**src/rtl/tri_bus_arbiter.sv**
```systemverilog
// -----------------------------------------------------------------------------
// tri_bus_arbiter
//
// Round-robin arbiter for one shared tri-state bus segment. It produces the
// enables for the per-requester buffer stages so that at most one driver is
// active at a time. Every change of owner passes through a one-cycle all-off
// turnaround, so two drivers never overlap. The selected driver's data is
// mirrored on bus_out_o for observers.
//
// Parameters
//   N_REQ      number of requesters (1..16)
//   BIT_WIDTH  width of each requester's data word and of bus_out_o
//   MAX_HOLD   max consecutive owned cycles per grant, 0 = unlimited
//
// Ports
//   clk_i        single clock, all state changes on the rising edge
//   rst_i        synchronous active-high reset
//   req_i        req_i[i]=1 means requester i wants the bus
//   data_in_i    requester i data at [i*BIT_WIDTH +: BIT_WIDTH]
//   grant_o      registered one-hot (or zero) grant
//   bus_en_o     switch enables, equal to grant_o while owned, else 0
//   bus_out_o    data of the current owner while owned, else 0
//   bus_valid_o  high only while the bus is owned
//   busy_o       high while owned or in the turnaround cycle
// -----------------------------------------------------------------------------
module tri_bus_arbiter #(
   parameter int N_REQ     = 4,
   parameter int BIT_WIDTH = 8,
   parameter int MAX_HOLD  = 4
) (
   input  logic                       clk_i,
   input  logic                       rst_i,
   input  logic [N_REQ-1:0]           req_i,
   input  logic [N_REQ*BIT_WIDTH-1:0] data_in_i,
   output logic [N_REQ-1:0]           grant_o,
   output logic [N_REQ-1:0]           bus_en_o,
   output logic [BIT_WIDTH-1:0]       bus_out_o,
   output logic                       bus_valid_o,
   output logic                       busy_o
);

   localparam int OW = (N_REQ > 1) ? $clog2(N_REQ) : 1;
   localparam int HW = (MAX_HOLD > 1) ? $clog2(MAX_HOLD) : 1;
   localparam logic [HW-1:0] HOLD_LAST = (MAX_HOLD > 0) ? HW'(MAX_HOLD - 1) : '0;
   localparam logic [OW-1:0] LAST_IDX  = OW'(N_REQ - 1);

   typedef enum logic [1:0] {
      IDLE = 2'd0,
      OWN  = 2'd1,
      TURN = 2'd2
   } state_t;

   state_t            state_q, state_d;
   logic [OW-1:0]     owner_q, owner_d;
   logic [OW-1:0]     rrPtr_q, rrPtr_d;
   logic [HW-1:0]     holdCnt_q, holdCnt_d;
   logic [N_REQ-1:0]  grant_q, grant_d;

   logic              pickValid;
   logic [OW-1:0]     pickIdx;
   logic              hiValid;
   logic [OW-1:0]     hiIdx;
   logic              loValid;
   logic [OW-1:0]     loIdx;
   logic              leaveOwn;
   logic [BIT_WIDTH-1:0] busOut;

   // Round-robin pick: the lowest requesting index at or above the pointer
   // wins; if none exists the search wraps to the lowest requesting index
   // overall. Loops run downward so the last hit is the lowest index.
   always_comb begin
      hiValid = 1'b0;
      hiIdx   = '0;
      loValid = 1'b0;
      loIdx   = '0;
      for (int i = N_REQ - 1; i >= 0; i--) begin
         if (req_i[i]) begin
            loValid = 1'b1;
            loIdx   = OW'(i);
            if (i >= int'(rrPtr_q)) begin
               hiValid = 1'b1;
               hiIdx   = OW'(i);
            end
         end
      end
      pickValid = loValid;
      pickIdx   = hiValid ? hiIdx : loIdx;
   end

   // The owner gives the bus up when it stops requesting or when it has used
   // its full hold budget; with MAX_HOLD of zero only the request matters and
   // the hold counter is free to wrap.
   always_comb begin
      leaveOwn = !req_i[owner_q];
      if (MAX_HOLD != 0 && holdCnt_q == HOLD_LAST) begin
         leaveOwn = 1'b1;
      end
   end

   // Next-state logic. IDLE and TURN arbitrate identically; TURN always lasts
   // a single cycle with everything off, which is what separates two owners.
   // The pointer moves past the owner as it leaves, so the turnaround cycle
   // already arbitrates with the advanced pointer.
   always_comb begin
      state_d   = state_q;
      owner_d   = owner_q;
      rrPtr_d   = rrPtr_q;
      holdCnt_d = holdCnt_q;
      grant_d   = grant_q;
      case (state_q)
         IDLE, TURN: begin
            grant_d = '0;
            if (pickValid) begin
               state_d          = OWN;
               owner_d          = pickIdx;
               holdCnt_d        = '0;
               grant_d[pickIdx] = 1'b1;
            end else begin
               state_d = IDLE;
            end
         end
         OWN: begin
            if (leaveOwn) begin
               state_d = TURN;
               grant_d = '0;
               rrPtr_d = (owner_q == LAST_IDX) ? '0 : owner_q + 1'b1;
            end else begin
               holdCnt_d = holdCnt_q + 1'b1;
            end
         end
         default: begin
            state_d = IDLE;
            grant_d = '0;
         end
      endcase
   end

   // State register. Reset drops every enable on the same edge, even in the
   // middle of a grant, without a turnaround.
   always_ff @(posedge clk_i) begin
      if (rst_i) begin
         state_q   <= IDLE;
         owner_q   <= '0;
         rrPtr_q   <= '0;
         holdCnt_q <= '0;
         grant_q   <= '0;
      end else begin
         state_q   <= state_d;
         owner_q   <= owner_d;
         rrPtr_q   <= rrPtr_d;
         holdCnt_q <= holdCnt_d;
         grant_q   <= grant_d;
      end
   end

   // Observer data: the grant is one-hot while owned, so selecting by grant
   // bit yields exactly the owner's slice, and zero otherwise.
   always_comb begin
      busOut = '0;
      if (state_q == OWN) begin
         for (int i = 0; i < N_REQ; i++) begin
            if (grant_q[i]) begin
               busOut = data_in_i[i*BIT_WIDTH +: BIT_WIDTH];
            end
         end
      end
   end

   assign grant_o     = grant_q;
   assign bus_en_o    = (state_q == OWN) ? grant_q : '0;
   assign bus_valid_o = (state_q == OWN);
   assign busy_o      = (state_q != IDLE);
   assign bus_out_o   = busOut;

endmodule

```
**config.mk**
```make
export PLATFORM = sky130hd
export DESIGN_NAME = tri_bus_arbiter
export DESIGN_NICKNAME = d
export VERILOG_FILES = /design/src/rtl/tri_bus_arbiter.sv
export SDC_FILE = /design/constraint.sdc
export NUM_CORES = 1
export LEC_CHECK = 0
export ABC_AREA = 1
export CELL_PAD_IN_SITES_DETAIL_PLACEMENT = 1
export CELL_PAD_IN_SITES_GLOBAL_PLACEMENT = 1
export CORE_ASPECT_RATIO = 0.6
export CORE_MARGIN = 1.5
export CORE_UTILIZATION = 35
export CTS_CLUSTER_DIAMETER = 40
export DETAILED_ROUTE_END_ITERATION = 12
export DONT_BUFFER_PORTS = 1
export GPL_TIMING_DRIVEN = 0
export PLACE_DENSITY_LB_ADDON = 0.1
export SLEW_MARGIN = 20
export SYNTH_ARGS = -nofsm -noshare
export SYNTH_HDL_FRONTEND = slang
export SYNTH_SLANG_ARGS = --single-unit
```
**constraint.sdc**
```tcl
create_clock -name clk_i -period 1.4 [get_ports clk_i]
set_input_delay 0.21 -clock clk_i [delete_from_list [all_inputs] [get_ports clk_i]]
set_output_delay 0.21 -clock clk_i [all_outputs]
set_load 0.01 [all_outputs]
```
After elaboration in Yosys (flattened, before gate mapping)

Index checks and enable logic that the tools add are counted.

Register bits: 12
Word-level logic and storage cells: 71
Output and inout bits: 18
Bits of input ports: 38

Add/sub/neg operators: 2
Reductions and logical operators: 9
Muxes and demuxes: 42
Magnitude comparators: 6
Equal/unequal tests: 7

Operators by type and width:

| cell                                                              | number |
|---|---|
| two-way mux 8 bit                                                 | 5 |
| two-way mux 2 bit                                                 | 15 |
| two-way mux 1 bit                                                 | 14 |
| two-way mux 4 bit                                                 | 3 |
| one-hot mux 2 bit (2 select lines)                                | 2 |
| one-hot mux 4 bit (2 select lines)                                | 1 |
| equality test 2 bit, second input constant                        | 3 |
| < comparator 2 x 3 -> 1 bit, second input constant                | 2 |
| adder 2 x 1 -> 2 bit, second input constant                       | 2 |
| greater-or-equal comparator 1 x 2 -> 1 bit, first input constant  | 2 |
| inequality test 2 bit, second input constant                      | 2 |
| AND reduction 2 bit                                               | 2 |
| nonzero test 2 bit                                                | 2 |
| AND reduction 3 bit                                               | 1 |
| binary-select mux 1 bit (select 2 bit)                            | 1 |
| demux 1 bit (select 2 bit)                                        | 1 |
| equality test 2 x 1 -> 1 bit, second input constant               | 1 |
| greater-or-equal comparator 2 x 1 -> 1 bit, second input constant | 1 |
| greater-or-equal comparator 2 bit, first input constant           | 1 |
| logical NOT 2 bit                                                 | 1 |
| inequality test 2 x 1 -> 1 bit, second input constant             | 1 |
| OR reduction 2 bit                                                | 1 |
| logical AND 1 bit                                                 | 1 |
| logical NOT 1 bit                                                 | 1 |

Longest topological paths before layout

Gate-level depths: netlist of run 1.

Depth in word-level cells: 14
Depth in mapped cells: 9
Mapped depth without buffers: 9

Least setup slack after synthesis of run 1

No wires, ideal clock.

Path type: reg2out
Start: register grant_q[1] (netlist: grant_o[1])
End: output bus_out_o[2]
Slack: 98 ps
Arrival: 1092 ps
Buffers on the path: 1
Cell stages (with the launch flop): 7
Required time: 1190 ps
Path through: dfxtp_1 > buf_2 > nor2_4 > a22oi_1 > nand2_1 > o21ai_0 > a21oi_1

Cells in the longest elaborated chain, start to end: 4

RTL lines:

| what                            | line | text |
|---|---|---|
| start: declaration              | 57   | `logic [N_REQ-1:0] grant_q, grant_d;` |
| start signal: assignment        | 152  | `grant_q <= grant_d;` |
| two-way mux 8 bit (3 in series) | 162  | `if (grant_q[i]) begin` |
| two-way mux 8 bit               | 160  | `if (state_q == OWN) begin` |
| end: declaration                | 37   | `output logic [BIT_WIDTH-1:0] bus_out_o,` |

Every way passes these cells.

Worst setup path in the final report of run 1

Start: register grant_q[1] (netlist: grant_o[1])
End: output bus_out_o[4]

Same word-level chain as after synthesis.

==> reports/qor.yml, run 1 <==
run_status:
  status: "complete, but fails checks"
  violations: "negative setup slack"
sta:
  final-setup-viol-count: 8
  hold_viol: 0
  final_min_period_over_clock_period_pct: 118
  timing.clock.skew_ns: 0.00134
  hold_slack_ns: 0.110
  rsz0062_at_grt: "yes"
  fmax_mhz: 605
  timing_worst_slew_pin_value_ns: 0.534
  relSlewSlack_pct: 64.4
  min_tclk_post_route_ns: 1.65
  setup_ws_ns: -0.252
  timing.setup.tns_ns: -1.79
  timing.final.max_slew_violations: 0
synthesis:
  mappedNetlistArea_sq_um: 975
  synth.yosys.seq_area_share_pct: 24.6
  mappedNetlistNets: 199
  synthArstFlopShare_pct: 0
  biggest_area_consumer_among_synthesized_cells: "dfxtp_1"
  yosysWarningCount: 0
  postSynthRegisterBits: 12
  synth.lib_cells_used.distinct: 23
  synth.avg_cell_area_sq_um: 6.13
  cell_types_occupying_the_most_area_after_synthesis: "dfxtp_1 (25%), nand2_1 (17%), a21oi_1 (8.2%)"
  yosys.area.top_type_share_pct: 24.6
  synthFlopType: "dfxtp_1"
  synthesis.instances: 159
  edff_count_synth: 0
final_layout:
  post_route_cells_drive_above_1_share_pct: 39.8
  num_antenna_cells: 0
  number_of_nets_at_the_end_of_the_flow: 207
  area.growth.synth_to_final_pct: 23.6
clock_network:
  ctsRootBufferMaster: "clkbuf_8"
  cts-buffers-inserted: 3
  clock_pin_slew_of_the_registers_on_the_worst_case_setup_and_hold_paths_ns: 0.06
  cts_max_level: 1
  clk_path_buf_depth: 2
  cts_tree: "built"
  worst_skew_pair.late_latency_ns: 0.25
  holdBufCountCts: 0
  clock_sinks: 12
worst_hold_path:
  holdPathStages: 3
  worst_hold_path_type: "input pin to flop"
  hold-path-endpoint: "owner_q[0]"
  hold_path_startpoint: "rst_i"
setup_path:
  worst-r2r-setup-slack_ns: 0.15
  end_kind: "primary output"
  timing.setup.critical_path_class: "flop to primary output"
  worstReg2RegStart: "state_q[0]"
  regToRegEndpoint: "grant_o[2]"
  arrival_ns: 1.44
  cp_data_required_time_ns: 1.19
  timing.critical_path.fanout_max: 8
  critPathLaunchType: "flop"
  depth_of_the_worst_register_to_register_path: 6
grt:
  grt_antenna_before_repair: 0
  vias_in_the_first_global_route: 1060
  gr_usage_total_pct: 22.5
  globalRouteOverflowTotal: 0
  grt_first_pass_wirelength_mm: 5.26
  maximum_number_of_pins_on_one_net_before_global_route_repair: 11
power:
  power_per_cell_area_nw_per_um2: 1040
  worst_ir_drop_vdd_mv: 0.463
  power.static_leakage_nw: 0.503
floorplanning:
  initial_core_util_pct: 37.9
  placeable_area_sq_um: 2570
  die_x_microns: 71.1
  design.portCount: 56
  num_rows: 14
  die_h_microns: 43.9
  design.die.area_sq_um: 3120
routing:
  drt_wl_total_mm: 3.20
  dr.pass1.iters: 4
  first_iter_violations: 52
  routed_via_density: 5.35
  topRoutingLayerUsed: "met4"
  route.antenna.remaining_nets: 0
  remaining_drc_errors: 0
  avgRoutedWirePerCell_microns: 16.2
  routed-via-count: 1060
  wirelength_met1_mm: 1.55
  dr_wl_met2_mm: 1.48
  route.met3.wl_microns: 148
placed_design:
  dpl.hpwl_mm: 2.50
  buffer_ports.inserted: 0
  routabilityCongestion: 0.832
flow_run:
  max_cap_viol_count: 0
## registers in the layout, summed over array words and instances (netlist names)
name,flops
state_q,2
grant_o,4
holdCnt_q,2
rrPtr_q,2
owner_q,2
## per-stage QoR
step / instances / utilization, % / setup WS, ns / power [mW] / cell area, sq um
5_1_grt: 198 / 46.8 / -0.311 / 1.35 / 1200
3_3_place_gp: 191 / 39.4 / -0.0791 / 0.773 / 1010
4_1_cts: 198 / 45.3 / -0.204 / 1.25 / 1170
2_1_floorplan: 159 / - / 0.0984 / 0.703 / 975
6_report: 198 / 46.8 / -0.252 / 1.25 / 1200
3_5_place_dp: 191 / 39.4 / -0.136 / 0.790 / 1010
## critical path, cell delays in order (launching register included)
cell       delay, ns
dfxtp_2         0.34
buf_6           0.13
nor2_4          0.25
buf_6           0.14
nand2_2         0.04
nand2_2         0.06
o2111ai_1       0.09
nand2_1         0.13
## cell type report
class	count	area [sq um]
Inverter	21	78.8
Clock buffer	4	55.1
Multi-Input combinational cell	121	724
Sequential cell	12	245
Tap cell	32	40.0
Fill cell	335	1370
Timing Repair Buffer	3	26.3
Buffer	5	35.0
## power by group
group	leakage, nW	total (mW)	switching, mW	internal, mW
logic	0.374	0.447	0.292	0.156
clock network	0.0288	0.396	0.147	0.249
registers	0.100	0.410	0.0322	0.378
## cells by family after synthesis
group                    after synthesis  synth area share (%)
AO/OA/AOI/OAI                         43                  26.4
adder cells (fa/ha/maj)                2                  2.57
buffers and inverters                 26                  10.3
flip-flops                            12                  24.6
AND/OR/NAND/NOR                       76                  36.1
## what timing repair did
action | in CTS | in global routing
gates resized for setup | 31 | 11
endpoints found under the setup margin | 9 | 13
buffers inserted | 3 | 0
pin swaps | 11 | 11
## synth_stat cells, types with 3 or more instances
master    instances
nand3_1           6
a21oi_1          16
nand2_2           9
nor2_1            8
nand2_1          44
o21ai_0          14
nor2_2            4
a22oi_1           7
inv_2             7
dfxtp_1          12
clkbuf_1          3
inv_1            14
## layout by cell type, fill, tap and decap left out
cell,instances
o21ai_2,5
buf_6,2
o21ai_0,8
dfxtp_1,8
buf_4,3
a22oi_2,7
inv_2,8
nor2_4,2
nor2_2,5
o2111ai_1,1
o21ai_4,1
nand4_1,1
buf_2,1
a21oi_2,9
nand3_1,6
clkbuf_8,4
clkbuf_1,1
nor2_1,7
a21oi_1,9
nand3_2,1
or2_2,1
clkbuf_4,1
nand2_1,41
inv_1,13
o21ai_1,2
ha_1,2
nand2_2,12
dfxtp_2,4
a211oi_1,1
## routing by layer
| layer | up-vias | track usage (%) |
|---|---|---|
| li1 | 535 | - |
| met1 | 499 | 31.1 |
| met2 | 22 | 34.4 |
| met3 | 4 | 6.98 |
| met4 | 0 | 5.66 |
| met5 | - | 0 |
## worst max path at each step
stage	cells past startpoint	from	to	slack, ns
finish	7	grant_o[1]	bus_out_o[4]	-0.25
global route	6	grant_o[1]	bus_out_o[2]	-0.31
CTS	6	grant_o[1]	bus_out_o[7]	-0.20
detailed placement	6	grant_o[1]	bus_out_o[7]	-0.14
global placement	4	grant_o[2]	bus_out_o[2]	-0.08
floorplan	6	grant_o[1]	bus_out_o[2]	0.1
(Power assumes the default switching activity.)
==> inputs of run 2 (changes only) <==
--- a/config.mk
+++ b/config.mk
@@ -10,7 +10,7 @@
 export CELL_PAD_IN_SITES_GLOBAL_PLACEMENT = 1
 export CORE_ASPECT_RATIO = 0.6
 export CORE_MARGIN = 1.5
-export CORE_UTILIZATION = 35
+export CORE_UTILIZATION = 39
 export CTS_CLUSTER_DIAMETER = 40
 export DETAILED_ROUTE_END_ITERATION = 12
 export DONT_BUFFER_PORTS = 1
==> run 2 against run 1 <==
  * The flow still finishes with violations (negative setup slack)
  * First-iteration DRC count decreased by 46%
  * Utilization grew 4.2 points
  * Critical path depth decreased by 1
  * Power shrank 6.7%
  * Wire length rose by 1.9%
  * Via count grew 0.75%
  * Fmax grew 0.80%
  * Count of clock-buffer cells in the layout decreased by 1
  * Final cell count decreased by 2.0%
  * Sequential cell count unchanged
  * Sequential share of layout area grew 0.93 points
  * Critical endpoint is now bus_out_o[1]
  * Highest routed layer unchanged
==> reports/qor.yml, run 2 (synthesis results as in run 1) <==
grt:
  maximum_number_of_pins_on_one_net_before_global_route_repair: 11  # unchanged
  globalRouteOverflowTotal: 0  # unchanged
  grt_antenna_before_repair: 0  # unchanged
  gr_usage_total_pct: 24.7  # +2.2 points
  vias_in_the_first_global_route: 1091  # +2.9%
  grt_first_pass_wirelength_mm: 5.23  # -0.65%
sta:
  final-setup-viol-count: 8  # unchanged
  timing_worst_slew_pin_value_ns: 0.509  # -0.0257 ns
  timing.final.max_slew_violations: 0  # unchanged
  rsz0062_at_grt: "yes"
  relSlewSlack_pct: 66.1  # +1.7 points
  hold_slack_ns: 0.139  # +0.0283 ns
  min_tclk_post_route_ns: 1.64  # -0.0130 ns
  setup_ws_ns: -0.239  # +0.0130 ns
  timing.setup.tns_ns: -1.71  # +0.0820 ns
  timing.clock.skew_ns: 0.00610  # +0.00476 ns
  fmax_mhz: 610  # +0.80%
  final_min_period_over_clock_period_pct: 117  # -0.93 points
  hold_viol: 0  # unchanged
clock_network:
  ctsRootBufferMaster: "clkbuf_8"
  clock_sinks: 12  # unchanged
  cts_tree: "built"
  clk_path_buf_depth: 2  # unchanged
  cts-buffers-inserted: 3  # unchanged
  clock_pin_slew_of_the_registers_on_the_worst_case_setup_and_hold_paths_ns: 0.06  # about the same
  holdBufCountCts: 0  # unchanged
  cts_max_level: 1  # unchanged
  worst_skew_pair.late_latency_ns: 0.25  # about the same
setup_path:
  worstReg2RegStart: "owner_q[0]"
  timing.critical_path.fanout_max: 8  # unchanged
  timing.setup.critical_path_class: "flop to primary output"
  arrival_ns: 1.43  # about the same
  regToRegEndpoint: "holdCnt_q[1]"
  worst-r2r-setup-slack_ns: 0.16  # about the same
  depth_of_the_worst_register_to_register_path: 9  # +3
  end_kind: "primary output"
  cp_data_required_time_ns: 1.19  # about the same
  critPathLaunchType: "flop"
floorplanning:
  die_x_microns: 67.5  # -5.0%
  design.die.area_sq_um: 2820  # -9.7%
  initial_core_util_pct: 43.1  # +5.3 points
  design.portCount: 56  # unchanged
  die_h_microns: 41.7  # -4.9%
  placeable_area_sq_um: 2260  # -12%
  num_rows: 13  # -1
final_layout:
  layout_commonest_cell: "nand2_1"
  final.fill_count: 316  # -5.7%
  final_design_area_no_fill_sq_um: 1150  # -4.4%
  multi_input_comb_area_sq_um: 697  # -3.8%
  largest_register_ff_count: 4  # unchanged
  num_antenna_cells: 0  # unchanged
  number_of_nets_at_the_end_of_the_flow: 206  # -0.48%
  layout_common_cells: "nand2_1 (43), inv_1 (13), nand2_2 (10)"
  area.growth.synth_to_final_pct: 18.2
  post_route_cells_drive_above_1_share_pct: 34.8  # -5.0 points
  seq_area_sq_um: 245  # unchanged
flow_run:
  max_cap_viol_count: 0  # unchanged
power:
  pwr-share-clk_pct: 27.6  # -4.0 points
  worst_ir_drop_vdd_mv: 0.657  # +42%
  power_per_cell_area_nw_per_um2: 1020  # -2.4%
  intPower_uw: 713  # -9.0%
  netSwitchingPower_uw: 457  # -2.9%
  power.static_leakage_nw: 0.487  # -3.1%
  power_switching_share_pct: 39.1  # +1.5 points
  share_seq_of_total_power_pct: 35.1  # +2.4 points
  share_of_power_burned_in_combinational_logic_pct: 37.3  # +1.6 points
placed_design:
  buffer_ports.inserted: 0  # unchanged
  detailedPlace.worstSlack_ns: -0.111  # +0.0255 ns
  routabilityCongestion: 0.837  # +0.58%
  dpl-instance-area_sq_um: 1010  # -0.25%
  dpl.hpwl_mm: 2.49  # -0.34%
routing:
  first_iter_violations: 28  # -46%
  route.antenna.remaining_nets: 0  # unchanged
  routed-via-count: 1068  # +0.75%
  routed_via_density: 5.51  # +2.8%
  remaining_drc_errors: 0  # unchanged
  dr.pass1.iters: 4  # unchanged
  drt_wl_total_mm: 3.27  # +1.9%
  avgRoutedWirePerCell_microns: 16.8  # +4.0%
worst_hold_path:
  hold-path-endpoint: "owner_q[0]"
  hold_path_startpoint: "rst_i"
  holdPathStages: 3  # unchanged
  worst_hold_path_type: "input pin to flop"
run_status:
  violations: "negative setup slack"
  status: "complete, but fails checks"
==> run 2: cell types whose count changed in the layout (fill, tap and decap cells not counted), sizes merged <==
cell and delta:
clkbuf -1, buf -1
==> run 2: metal layers <==
metal	vias up	global-route usage, %	part of all wire (%)
li1	529	-	-
met4	0	3.67	0.74
met3	4	7.05	6.5
met2	39	36.1	44
met1	496	36.2	49
met5	-	0	0
==> run 2: worst max-delay path by stage <==
stage,start,slack (ns),depth (start not counted),end
floorplan,grant_o[1],0.1,6,bus_out_o[2]
global placement,grant_o[2],-0.08,4,bus_out_o[2]
detailed placement,grant_o[1],-0.11,6,bus_out_o[1]
CTS,grant_o[1],-0.19,6,bus_out_o[7]
global route,grant_o[1],-0.31,6,bus_out_o[7]
finish,grant_o[1],-0.24,6,bus_out_o[1]
==> run 2: stage by stage <==
| step | util (%) | power [mW] | std cells |
|---|---|---|---|
| 3_5_place_dp | 44.8 | 0.790 | 189 |
| 3_3_place_gp | 44.8 | 0.771 | 189 |
| 4_1_cts | 50.3 | 1.16 | 194 |
| 5_1_grt | 51.0 | 1.26 | 194 |
| 2_1_floorplan | - | 0.703 | 159 |
| 6_report | 51.0 | 1.17 | 194 |
==> run 2: what timing repair did <==
action | 4_1_cts | 5_1_grt
endpoints found under the setup margin | 8 | 12
buffers inserted | 2 | 0
pin swaps | 10 | 6
gates resized for setup | 29 | 6
==> run 2: critical path, cell delays in order, from the launching register on <==
cell,delay (ns)
dfxtp_2,0.34
buf_6,0.12
nor2_4,0.24
a22oi_2,0.08
nand2_1,0.12
o21ai_2,0.09
a21oi_2,0.20
==> run 2: area by class of cell <==
cell class	count	area share, %
Multi-Input combinational cell	121	60.5
Sequential cell	12	21.3
Inverter	21	6.84
Timing Repair Buffer	2	1.30
Buffer	5	3.26
Clock buffer	3	3.58
Tap cell	30	3.26
==> run 2: power groups by stage <==
stage	clock (mW)	combinational, mW	sequential [mW]
6_report	0.323	0.436	0.411
5_1_grt	0.353	0.486	0.417
4_1_cts	0.328	0.426	0.410
3_5_place_dp	0	0.376	0.414
3_3_place_gp	0	0.359	0.412
2_1_floorplan	0	0.296	0.407
==> inputs of run 3 (changes only) <==
--- a/config.mk
+++ b/config.mk
@@ -14,7 +14,7 @@
 export CTS_CLUSTER_DIAMETER = 40
 export DETAILED_ROUTE_END_ITERATION = 12
 export DONT_BUFFER_PORTS = 1
-export GPL_TIMING_DRIVEN = 0
+export GPL_ROUTABILITY_DRIVEN = 0
 export PLACE_DENSITY_LB_ADDON = 0.1
 export SLEW_MARGIN = 20
 export SYNTH_ARGS = -nofsm -noshare
==> run 3 against run 2 <==
  * The flow still finishes with violations (negative setup slack)
  * Sequential share of layout area shrank 3.5 points
  * Die area is the same
  * Power grew 19%
  * Hold slack lost 0.12 ns
  * Final cell count grew 11%
  * Register-to-register slack lost 0.09 ns
  * Non-clock buffer count grew 20
  * Count of clock-buffer cells in the layout grew 1
  * Combinational power grew 34%
  * Global-route usage grew 7.4 points
  * Clock power grew 22%
  * Critical endpoint is now bus_out_o[5]
  * Largest cell class unchanged
==> reports/qor.yml, run 3 (synthesis results as in run 1) <==
floorplanning:
  die_x_microns: 67.5  # unchanged
  design.portCount: 56  # unchanged
  placeable_area_sq_um: 2260  # unchanged
  die_h_microns: 41.7  # unchanged
  initial_core_util_pct: 43.1  # unchanged
  design.die.area_sq_um: 2820  # unchanged
  num_rows: 13  # unchanged
power:
  share_of_power_burned_in_combinational_logic_pct: 42.0  # +4.7 points
  pwr-share-clk_pct: 28.3  # +0.7 points
  design_power_total_mw: 1.39  # +19%
  power_per_cell_area_nw_per_um2: 979  # -3.6%
  power.static_leakage_nw: 0.613  # +26%
  intPower_uw: 846  # +19%
  worst_ir_drop_vdd_mv: 0.565  # -14%
  netSwitchingPower_uw: 545  # +19%
  power_switching_share_pct: 39.2  # +0.086 points
  share_seq_of_total_power_pct: 29.7  # -5.4 points
final_layout:
  layout_common_cells: "nand2_1 (41), buf_4 (22), inv_1 (11), nand2_2 (11)"
  layout_commonest_cell: "nand2_1"
  finalCoreUtilization_pct: 62.9  # +12 points
  number_of_nets_at_the_end_of_the_flow: 227  # +10%
  num_antenna_cells: 0  # unchanged
  final_design_area_no_fill_sq_um: 1420  # +23%
  largest_register_ff_count: 4  # unchanged
  post_route_cells_drive_above_1_share_pct: 50.0  # +15 points
  final_cells: 216  # +11%
  area.growth.synth_to_final_pct: 45.8
clock_network:
  clock_sinks: 12  # unchanged
  clk_path_buf_depth: 2  # unchanged
  holdBufCountCts: 0  # unchanged
  cts_tree: "built"
  cts_max_level: 1  # unchanged
  worst_skew_pair.late_latency_ns: 0.25  # about the same
  cts-buffers-inserted: 3  # unchanged
  clock_pin_slew_of_the_registers_on_the_worst_case_setup_and_hold_paths_ns: 0.05  # about the same
  ctsRootBufferMaster: "clkbuf_8"
setup_path:
  arrival_ns: 1.45  # +0.02 ns
  end_kind: "primary output"
  worst-r2r-setup-slack_ns: 0.07  # -0.09 ns
  timing.critical_path.fanout_max: 5  # -3
  cp_data_required_time_ns: 1.19  # about the same
  critPathLaunchType: "flop"
  depth_of_the_worst_register_to_register_path: 8  # -1
  regToRegEndpoint: "grant_o[3]"
  timing.setup.critical_path_class: "flop to primary output"
  worstReg2RegStart: "owner_q[0]"
routing:
  routed-via-count: 1312  # +23%
  drt_wl_total_mm: 4.63  # +42%
  route.antenna.remaining_nets: 0  # unchanged
  remaining_drc_errors: 0  # unchanged
  routed_via_density: 6.07  # +10%
  dr.pass1.iters: 5  # +1
  avgRoutedWirePerCell_microns: 21.4  # +27%
  first_iter_violations: 96  # +240%
grt:
  maximum_number_of_pins_on_one_net_before_global_route_repair: 12  # +1
  globalRouteOverflowTotal: 0  # unchanged
  gr_usage_total_pct: 32.1  # +7.4 points
  grt_first_pass_wirelength_mm: 6.56  # +25%
  grt_antenna_before_repair: 0  # unchanged
  vias_in_the_first_global_route: 1240  # +14%
worst_hold_path:
  worst_hold_path_type: "input pin to flop"
  hold-path-endpoint: "grant_o[1]"
  hold_path_startpoint: "rst_i"
  holdPathStages: 1  # -2
flow_run:
  max_cap_viol_count: 0  # unchanged
sta:
  final_min_period_over_clock_period_pct: 119  # +1.8 points
  hold_slack_ns: 0.0156  # -0.123 ns
  hold_viol: 0  # unchanged
  fmax_mhz: 601  # -1.5%
  min_tclk_post_route_ns: 1.66  # +0.0250 ns
  timing.clock.skew_ns: 0.00241  # -0.00370 ns
  rsz0062_at_grt: "yes"
  timing.final.max_slew_violations: 0  # unchanged
  timing_worst_slew_pin_value_ns: 0.294  # -0.215 ns
  final-setup-viol-count: 10  # +2
  relSlewSlack_pct: 80.3  # +14 points
  timing.setup.tns_ns: -1.46  # +0.252 ns
  setup_ws_ns: -0.264  # -0.0250 ns
placed_design:
  place_inst: 194  # +2.6%
  dpl-instance-area_sq_um: 1070  # +5.3%
  buffer_ports.inserted: 0  # unchanged
  dpl.hpwl_mm: 2.35  # -5.8%
  detailedPlace.worstSlack_ns: 0.0356  # +0.147 ns
run_status:
  violations: "negative setup slack"
  status: "complete, but fails checks"
run 3: worst max path at each step:
stage,start,endpoint,depth (start not counted)
6_report,grant_o[1],bus_out_o[5],7
5_1_grt,grant_o[1],bus_out_o[5],7
4_1_cts,grant_o[0],bus_out_o[5],7
3_5_place_dp,grant_o[1],bus_out_o[3],5
3_3_place_gp,grant_o[1],bus_out_o[1],5
2_1_floorplan,grant_o[1],bus_out_o[2],6
run 3: worst max-delay path: stages, from the launching register on:
cell and delay [ns]:
dfxtp_4 0.37, nor2_4 0.19, buf_6 0.13, a22oi_2 0.05, nand2_1 0.10, o21ai_2 0.09, a21oi_2 0.13, buf_4 0.13
run 3: what timing repair did:
action | 4_1_cts | 5_1_grt
pin swaps | 12 | 15
cloned | 1 | 0
gates resized for setup | 33 | 26
setup endpoints to repair | 12 | 18
buffers inserted | 11 | 6
run 3: layout make-up:
cell class | instances | area [sq um]
inverters | 21 | 88.8
well taps | 30 | 37.5
clock buffers | 4 | 55.1
fillers | 295 | 840
repair buffers | 27 | 221
flip-flops and latches | 12 | 253
multi-input cells | 122 | 766
run 3: power by group through the flow:
| stage | combinational (mW) | clock [mW] | sequential (mW) |
|---|---|---|---|
| after detailed placement | 0.386 | 0 | 0.412 |
| after global placement | 0.373 | 0 | 0.410 |
| final | 0.584 | 0.394 | 0.414 |
| after floorplan | 0.296 | 0 | 0.407 |
| after CTS | 0.474 | 0.397 | 0.412 |
| after global routing | 0.632 | 0.408 | 0.419 |
run 3: layer usage:
metal | part of all wire [%] | up-vias | GRT usage (%)
li1 | - | 577 | -
met1 | 41 | 621 | 43.0
met2 | 47 | 84 | 52.4
met3 | 6.8 | 30 | 5.69
met4 | 4.9 | 0 | 8.57
met5 | 0 | - | 0
